## src/rtl/prbs9_ber_ctrl.sv

```systemverilog
// PRBS9 (x^9+x^5+1) bit-error-rate test controller: sequences the generator reset,
// self-synchronises a local predictor to the received stream, then counts bits and errors.
module prbs9_ber_ctrl #(
    parameter int CNT_W    = 16,
    parameter int ERR_W    = 16,
    parameter int LOCK_LEN = 9,
    parameter int TIMEOUT  = 1024
) (
    input  logic             clk,
    input  logic             i_reset,
    input  logic             i_start,
    input  logic             i_abort,
    input  logic [CNT_W-1:0] i_n_bits,
    input  logic             i_rx_bit,
    input  logic             i_rx_valid,
    output logic             o_gen_rst_n,
    output logic             o_busy,
    output logic             o_locked,
    output logic             o_done,
    output logic             o_lock_fail,
    output logic [CNT_W-1:0] o_bit_count,
    output logic [ERR_W-1:0] o_err_count,
    output logic [2:0]       o_state_dbg
);

    localparam int TO_W = $clog2(TIMEOUT + 1);
    localparam logic [TO_W-1:0] TO_LAST  = TO_W'(TIMEOUT);
    localparam logic [7:0]      LOCK_CNT = 8'(LOCK_LEN);

    typedef enum logic [2:0] {
        ST_IDLE  = 3'd0,
        ST_SEED  = 3'd1,
        ST_SYNC  = 3'd2,
        ST_COUNT = 3'd3,
        ST_DONE  = 3'd4
    } state_t;

    state_t           state_q, state_d;
    logic [8:0]       s_q, s_d;
    logic [CNT_W-1:0] n_bits_q, n_bits_d;
    logic [CNT_W-1:0] bit_cnt_q, bit_cnt_d;
    logic [ERR_W-1:0] err_cnt_q, err_cnt_d;
    logic [3:0]       fill_q, fill_d;
    logic [7:0]       match_q, match_d;
    logic [TO_W-1:0]  tout_q, tout_d;
    logic             locked_q, locked_d;
    logic             fail_q, fail_d;

    logic             p;
    logic [8:0]       s_rx;
    logic             lock_now;

    always_ff @(posedge clk or negedge i_reset) begin
        if (!i_reset) begin
            state_q   <= ST_IDLE;
            s_q       <= '0;
            n_bits_q  <= '0;
            bit_cnt_q <= '0;
            err_cnt_q <= '0;
            fill_q    <= '0;
            match_q   <= '0;
            tout_q    <= '0;
            locked_q  <= 1'b0;
            fail_q    <= 1'b0;
        end else begin
            state_q   <= state_d;
            s_q       <= s_d;
            n_bits_q  <= n_bits_d;
            bit_cnt_q <= bit_cnt_d;
            err_cnt_q <= err_cnt_d;
            fill_q    <= fill_d;
            match_q   <= match_d;
            tout_q    <= tout_d;
            locked_q  <= locked_d;
            fail_q    <= fail_d;
        end
    end

    always_comb begin
        state_d   = state_q;
        s_d       = s_q;
        n_bits_d  = n_bits_q;
        bit_cnt_d = bit_cnt_q;
        err_cnt_d = err_cnt_q;
        fill_d    = fill_q;
        match_d   = match_q;
        tout_d    = tout_q;
        locked_d  = locked_q;
        fail_d    = fail_q;
        p         = s_q[8] ^ s_q[4];
        s_rx      = {s_q[7:0], i_rx_bit};
        lock_now  = 1'b0;

        unique case (state_q)
            ST_IDLE, ST_DONE: begin
                if (i_start) begin
                    state_d   = ST_SEED;
                    n_bits_d  = i_n_bits;
                    s_d       = '0;
                    bit_cnt_d = '0;
                    err_cnt_d = '0;
                    fill_d    = '0;
                    match_d   = '0;
                    tout_d    = '0;
                    locked_d  = 1'b0;
                    fail_d    = 1'b0;
                end
            end
            ST_SEED: state_d = ST_SYNC;
            ST_SYNC: begin
                if (i_rx_valid) begin
                    tout_d = tout_q + 1'b1;
                    s_d    = s_rx;
                    if (fill_q < 4'd9) begin
                        // An all-zero window is the LFSR lockup state; refill instead of verifying.
                        fill_d = (fill_q == 4'd8 && s_rx == 9'd0) ? 4'd0 : fill_q + 4'd1;
                    end else if (i_rx_bit == p) begin
                        match_d = match_q + 8'd1;
                        if (match_q + 8'd1 == LOCK_CNT) begin
                            lock_now = 1'b1;
                        end
                    end else begin
                        fill_d  = 4'd1;
                        match_d = '0;
                    end
                    if (lock_now) begin
                        state_d  = ST_COUNT;
                        locked_d = 1'b1;
                    end else if (tout_q + 1'b1 == TO_LAST) begin
                        state_d = ST_DONE;
                        fail_d  = 1'b1;
                    end
                end
            end
            ST_COUNT: begin
                if (n_bits_q == '0) begin
                    state_d = ST_DONE;
                end else if (i_rx_valid) begin
                    // Predictor free-runs so a corrupted rx bit costs exactly one error.
                    s_d       = {s_q[7:0], p};
                    bit_cnt_d = bit_cnt_q + CNT_W'(1);
                    if (i_rx_bit != p && err_cnt_q != '1) begin
                        err_cnt_d = err_cnt_q + ERR_W'(1);
                    end
                    if (bit_cnt_q + CNT_W'(1) == n_bits_q) begin
                        state_d = ST_DONE;
                    end
                end
            end
            default: state_d = ST_IDLE;
        endcase

        if (i_abort) begin
            state_d   = ST_IDLE;
            s_d       = '0;
            n_bits_d  = '0;
            bit_cnt_d = '0;
            err_cnt_d = '0;
            fill_d    = '0;
            match_d   = '0;
            tout_d    = '0;
            locked_d  = 1'b0;
            fail_d    = 1'b0;
        end
    end

    assign o_gen_rst_n = (state_q == ST_SYNC) || (state_q == ST_COUNT);
    assign o_busy      = (state_q == ST_SEED) || (state_q == ST_SYNC) || (state_q == ST_COUNT);
    assign o_locked    = (state_q == ST_COUNT) || ((state_q == ST_DONE) && locked_q);
    assign o_done      = (state_q == ST_DONE);
    assign o_lock_fail = (state_q == ST_DONE) && fail_q;
    assign o_bit_count = bit_cnt_q;
    assign o_err_count = err_cnt_q;
    assign o_state_dbg = state_q;

endmodule

```

## config.mk

```make
export PLATFORM = sky130hd
export DESIGN_NAME = prbs9_ber_ctrl
export DESIGN_NICKNAME = d
export VERILOG_FILES = /design/src/rtl/prbs9_ber_ctrl.sv
export SDC_FILE = /design/constraint.sdc
export NUM_CORES = 1
export LEC_CHECK = 0
export BUFFER_PORTS_ARGS = -buffer_cell sky130_fd_sc_hd__buf_4
export CAP_MARGIN = 25
export CORE_UTILIZATION = 45
export DETAILED_ROUTE_END_ITERATION = 7
export HOLD_SLACK_MARGIN = 0.05
export PLACE_DENSITY_LB_ADDON = 0.1
export SYNTH_ARGS = -nofsm -noshare
export SYNTH_HDL_FRONTEND = slang
export SYNTH_SLANG_ARGS = --single-unit
export TNS_END_PERCENT = 20
```

## constraint.sdc

```tcl
create_clock -name clk -period 2.4 [get_ports clk]
set_input_delay 0.36 -clock clk [delete_from_list [all_inputs] [get_ports clk]]
set_output_delay 0.36 -clock clk [all_outputs]
set_load 0.01 [all_outputs]
```

==> impl_summary.log <==
INFO  metric status = completed
INFO  metric drt-initial-drc-count = 297
INFO  metric placement_rows = 38
INFO  metric share_of_post_route_cells_with_drive_strength_above_1 = 21.6%
INFO  metric die_w = 108 um
INFO  metric root_buffer = sky130_fd_sc_hd__clkbuf_16
INFO  metric count_of_cell_types_in_the_netlist = 64
INFO  metric cts_htree_levels = 3
INFO  metric final.period_utilization = 98.0%
INFO  metric clock_sinks = 85
INFO  metric max-slew-margin-rel = 56.6%
INFO  metric worst_setup_hold_path_clk_slew = 60 ps
INFO  metric seq_total_area_yosys = 41.8%
INFO  metric yosys_most_used_dff = sky130_fd_sc_hd__dfrtp_1
INFO  metric worst_slack = 48.3 ps
INFO  metric cap_violations = 0
INFO  metric first_pass_grt_wire_length = 21.9 mm
INFO  metric timing.clock.skew = 5.53 ps
INFO  metric fin_crit = 2350 ps
INFO  metric async_sr_flop_fraction = 100%
INFO  metric final-setup-viol-count = 0
INFO  metric gp_congestion = 0.839
INFO  metric post_synth_instance_area = 5090 um^2
INFO  metric grt_max_degree = 49
INFO  metric dieHeight = 108 um
INFO  metric dp_slack = -31.6 ps
INFO  metric antennaDiodeCount = 0
INFO  metric drtAntennaViolNets = 0
INFO  metric multi_input_comb_area = 2830 um^2
INFO  metric ir_drop = 0.000378 V
INFO  metric utilization = 57.8%
INFO  metric n_fill_cell = 995
INFO  metric pwr_density_cell = 559 nW/um^2
INFO  metric floorplan.die_area = 11700 um^2
INFO  metric first_global_vias = 4356
INFO  metric detailed_route_wire_length_per_cell = 16.7 um
INFO  metric worst_r2r_path_depth = 7
INFO  metric worstSkewPairLatency = 340 ps
INFO  metric totalWireLength = 13.5 mm
INFO  metric synth.area.top_cells = sky130_fd_sc_hd__dfrtp_1 (42%), sky130_fd_sc_hd__o21ai_0 (5.9%), sky130_fd_sc_hd__nand2_1 (5.1%)
INFO  metric core_region_area = 10900 um^2
INFO  metric critPathLaunchType = register
INFO  metric syn-mean-instance-area = 8.78 um^2
INFO  metric layout.area.seq = 2130 um^2
INFO  metric initial_utilization = 46.6%
INFO  metric final_max_slew_viol_count = 0
INFO  metric critical_path_data_required_time = 2680 ps
INFO  metric crit_arrival = 2630 ps
INFO  metric drt_first_pass_iters = 7
INFO  metric number_of_antenna_violations_at_the_first_check_in_global_routing = 0
INFO  metric io_pins = 62
INFO  metric tritoncts_clock_tree = yes
INFO  metric cts_buffers = 9
INFO  metric total_leakage_power = 2.81 nW
INFO  metric timing.setup.critical_path_class = reg -> reg
INFO  metric synth_top_cell_area_share = 41.8%
INFO  metric synthesis.nets = 610
INFO  metric routed-via-count = 4720
INFO  metric power = 3.53 mW
INFO  metric achievable-frequency = 425 MHz
INFO  metric worst_setup_path_end_kind = register
INFO  metric hp-class = in -> reg
INFO  metric synth.yosys.warnings = 0
INFO  metric critPathMaxFanout = 4
INFO  metric port_buffers = 61
INFO  metric setup-tns-final = 0 ps
INFO  metric final_net_count = 696
INFO  metric cts_max_path_buffers = 2
INFO  metric postSynthRegisterBits = 85
INFO  metric post_synth_edffs = 0
INFO  metric post_synth_inst_count = 580
INFO  metric setup_repair_after_global_routing_missed_its_margin = yes
INFO  metric post-route-cell-area = 6320 um^2
INFO  metric final_routed_drc_violation_total = 0
INFO  metric final_hold_viol_count = 0
INFO  metric total_global_routing_track_utilization = 24.1%
INFO  metric gr_overflow_total = 0
INFO  metric tightest_slew = 650 ps
INFO  metric detailed_place_hpwl = 9.78 mm
INFO  metric syn_to_final_growth = 24.2%
INFO  metric detail_route.vias_per_cell = 5.83
INFO  metric whs_path_cells = 3
INFO  metric synth_area_leader_cell = sky130_fd_sc_hd__dfrtp_1
INFO  metric placedInstanceArea = 5970 um^2
cells by family after synthesis:
kind of cell             Yosys count  share of synthesized area [%]
AO/OA/AOI/OAI                    144                           19.0
flip-flops                        85                           41.8
adder cells (fa/ha/maj)            8                           1.97
AND/OR/NAND/NOR                  252                           26.1
XOR/XNOR                          34                           6.12
buffers and inverters             52                           3.96
multiplexers                       5                           1.03
cell usage after synthesis, types with 5 or more instances:
| master | n |
|---|---|
| sky130_fd_sc_hd__o211ai_1 | 7 |
| sky130_fd_sc_hd__nor2_1 | 43 |
| sky130_fd_sc_hd__nand3_1 | 29 |
| sky130_fd_sc_hd__dfrtp_1 | 85 |
| sky130_fd_sc_hd__nor4_1 | 10 |
| sky130_fd_sc_hd__or3_1 | 6 |
| sky130_fd_sc_hd__or4_1 | 10 |
| sky130_fd_sc_hd__clkbuf_1 | 26 |
| sky130_fd_sc_hd__and2_1 | 8 |
| sky130_fd_sc_hd__nand3b_1 | 17 |
| sky130_fd_sc_hd__xor2_1 | 16 |
| sky130_fd_sc_hd__inv_1 | 20 |
| sky130_fd_sc_hd__a21oi_1 | 15 |
| sky130_fd_sc_hd__a22o_1 | 6 |
| sky130_fd_sc_hd__xnor2_1 | 17 |
| sky130_fd_sc_hd__and3_1 | 11 |
| sky130_fd_sc_hd__a211oi_1 | 5 |
| sky130_fd_sc_hd__buf_2 | 5 |
| sky130_fd_sc_hd__nand2_1 | 69 |
| sky130_fd_sc_hd__o31ai_1 | 14 |
| sky130_fd_sc_hd__ha_1 | 8 |
| sky130_fd_sc_hd__nand4_1 | 17 |
| sky130_fd_sc_hd__nor3_1 | 6 |
| sky130_fd_sc_hd__o21ai_0 | 60 |
layout make-up:
type                            instances  area share (%)
Timing Repair Buffer                  107            13.3
Inverter                               20            1.19
Tap cell                              140            2.77
Clock inverter                          2           0.554
Sequential cell                        85            33.7
Clock buffer                           13            3.80
Multi-Input combinational cell        443            44.7
cell usage in the layout, fill, tap and decap left out, types with 5 or more instances in the layout:
master	instances
sky130_fd_sc_hd__a211oi_1	5
sky130_fd_sc_hd__nand3_1	28
sky130_fd_sc_hd__a22o_1	6
sky130_fd_sc_hd__o211ai_1	7
sky130_fd_sc_hd__and2_1	8
sky130_fd_sc_hd__or3_1	5
sky130_fd_sc_hd__and3_1	9
sky130_fd_sc_hd__nand2_1	69
sky130_fd_sc_hd__nand3b_1	17
sky130_fd_sc_hd__nand4_1	17
sky130_fd_sc_hd__buf_4	103
sky130_fd_sc_hd__nor3_1	6
sky130_fd_sc_hd__xnor2_1	17
sky130_fd_sc_hd__xor2_1	16
sky130_fd_sc_hd__dfrtp_1	85
sky130_fd_sc_hd__a21oi_1	15
sky130_fd_sc_hd__inv_1	20
sky130_fd_sc_hd__ha_1	7
sky130_fd_sc_hd__nor4_1	8
sky130_fd_sc_hd__o31ai_1	14
sky130_fd_sc_hd__nor2_1	42
sky130_fd_sc_hd__clkbuf_16	9
sky130_fd_sc_hd__o21ai_0	60
sky130_fd_sc_hd__or4_1	8
layer usage:
layer	vias to the layer above	routed length [um]	track usage (%)	part of all wire [%]
li1	2309	-	-	-
met4	0	159	7.05	1.2
met5	-	0	0	0
met1	2273	6660	35.2	49
met2	124	6000	36.3	44
met3	14	691	4.28	5.1
power by group:
group          switching (mW)  leakage [nW]  total (mW)  internal, mW
combinational           0.369          1.50       0.640         0.271
sequential             0.0571          1.17        1.55          1.49
clock                   0.547         0.134        1.35         0.801
worst max-delay path: stages (launching register included):
cell and delay (ps):
sky130_fd_sc_hd__dfrtp_1 400, sky130_fd_sc_hd__or4_4 570, sky130_fd_sc_hd__o41ai_4 330, sky130_fd_sc_hd__buf_4 200, sky130_fd_sc_hd__a211o_1 160, sky130_fd_sc_hd__nor2_2 60
sky130_fd_sc_hd__or4_1 490, sky130_fd_sc_hd__nand2_1 80
repair_timing:
| action | in CTS | in global routing |
|---|---|---|
| resized for setup | 2 | 11 |
| buffers inserted | 0 | 1 |
| endpoints found under the hold margin | 37 | 0 |
| hold buffers | 1 | 0 |
| setup endpoints to repair | 7 | 34 |
| pin swaps | 1 | 5 |
flip-flops by register name, summed over array words and instances (netlist names):
name,cells
o_err_count,16
n_bits_q,16
tout_q,11
s_q,9
o_bit_count,16
match_q,8
fill_q,4
o_state_dbg,3
locked_q,1
fail_q,1
stage by stage:
step           cells  hold slack (ps)
2_1_floorplan    580             64.4
3_3_place_gp     793              369
3_5_place_dp     793              369
4_1_cts          809              246
5_1_grt          810              262
6_report         810              256
final timing paths:
check                        startpoint  slack (ps)              end
setup / recovery           n_bits_q[13]          50   o_err_count[6]
hold / removal             i_n_bits[14]         260     n_bits_q[14]
setup reg to reg           n_bits_q[13]          50   o_err_count[6]
hold reg to reg                  fail_q         490           fail_q
max in group asynchronous       i_reset        1210           s_q[8]
min in group asynchronous       i_reset         540  o_bit_count[15]
(Power assumes the default switching activity.)
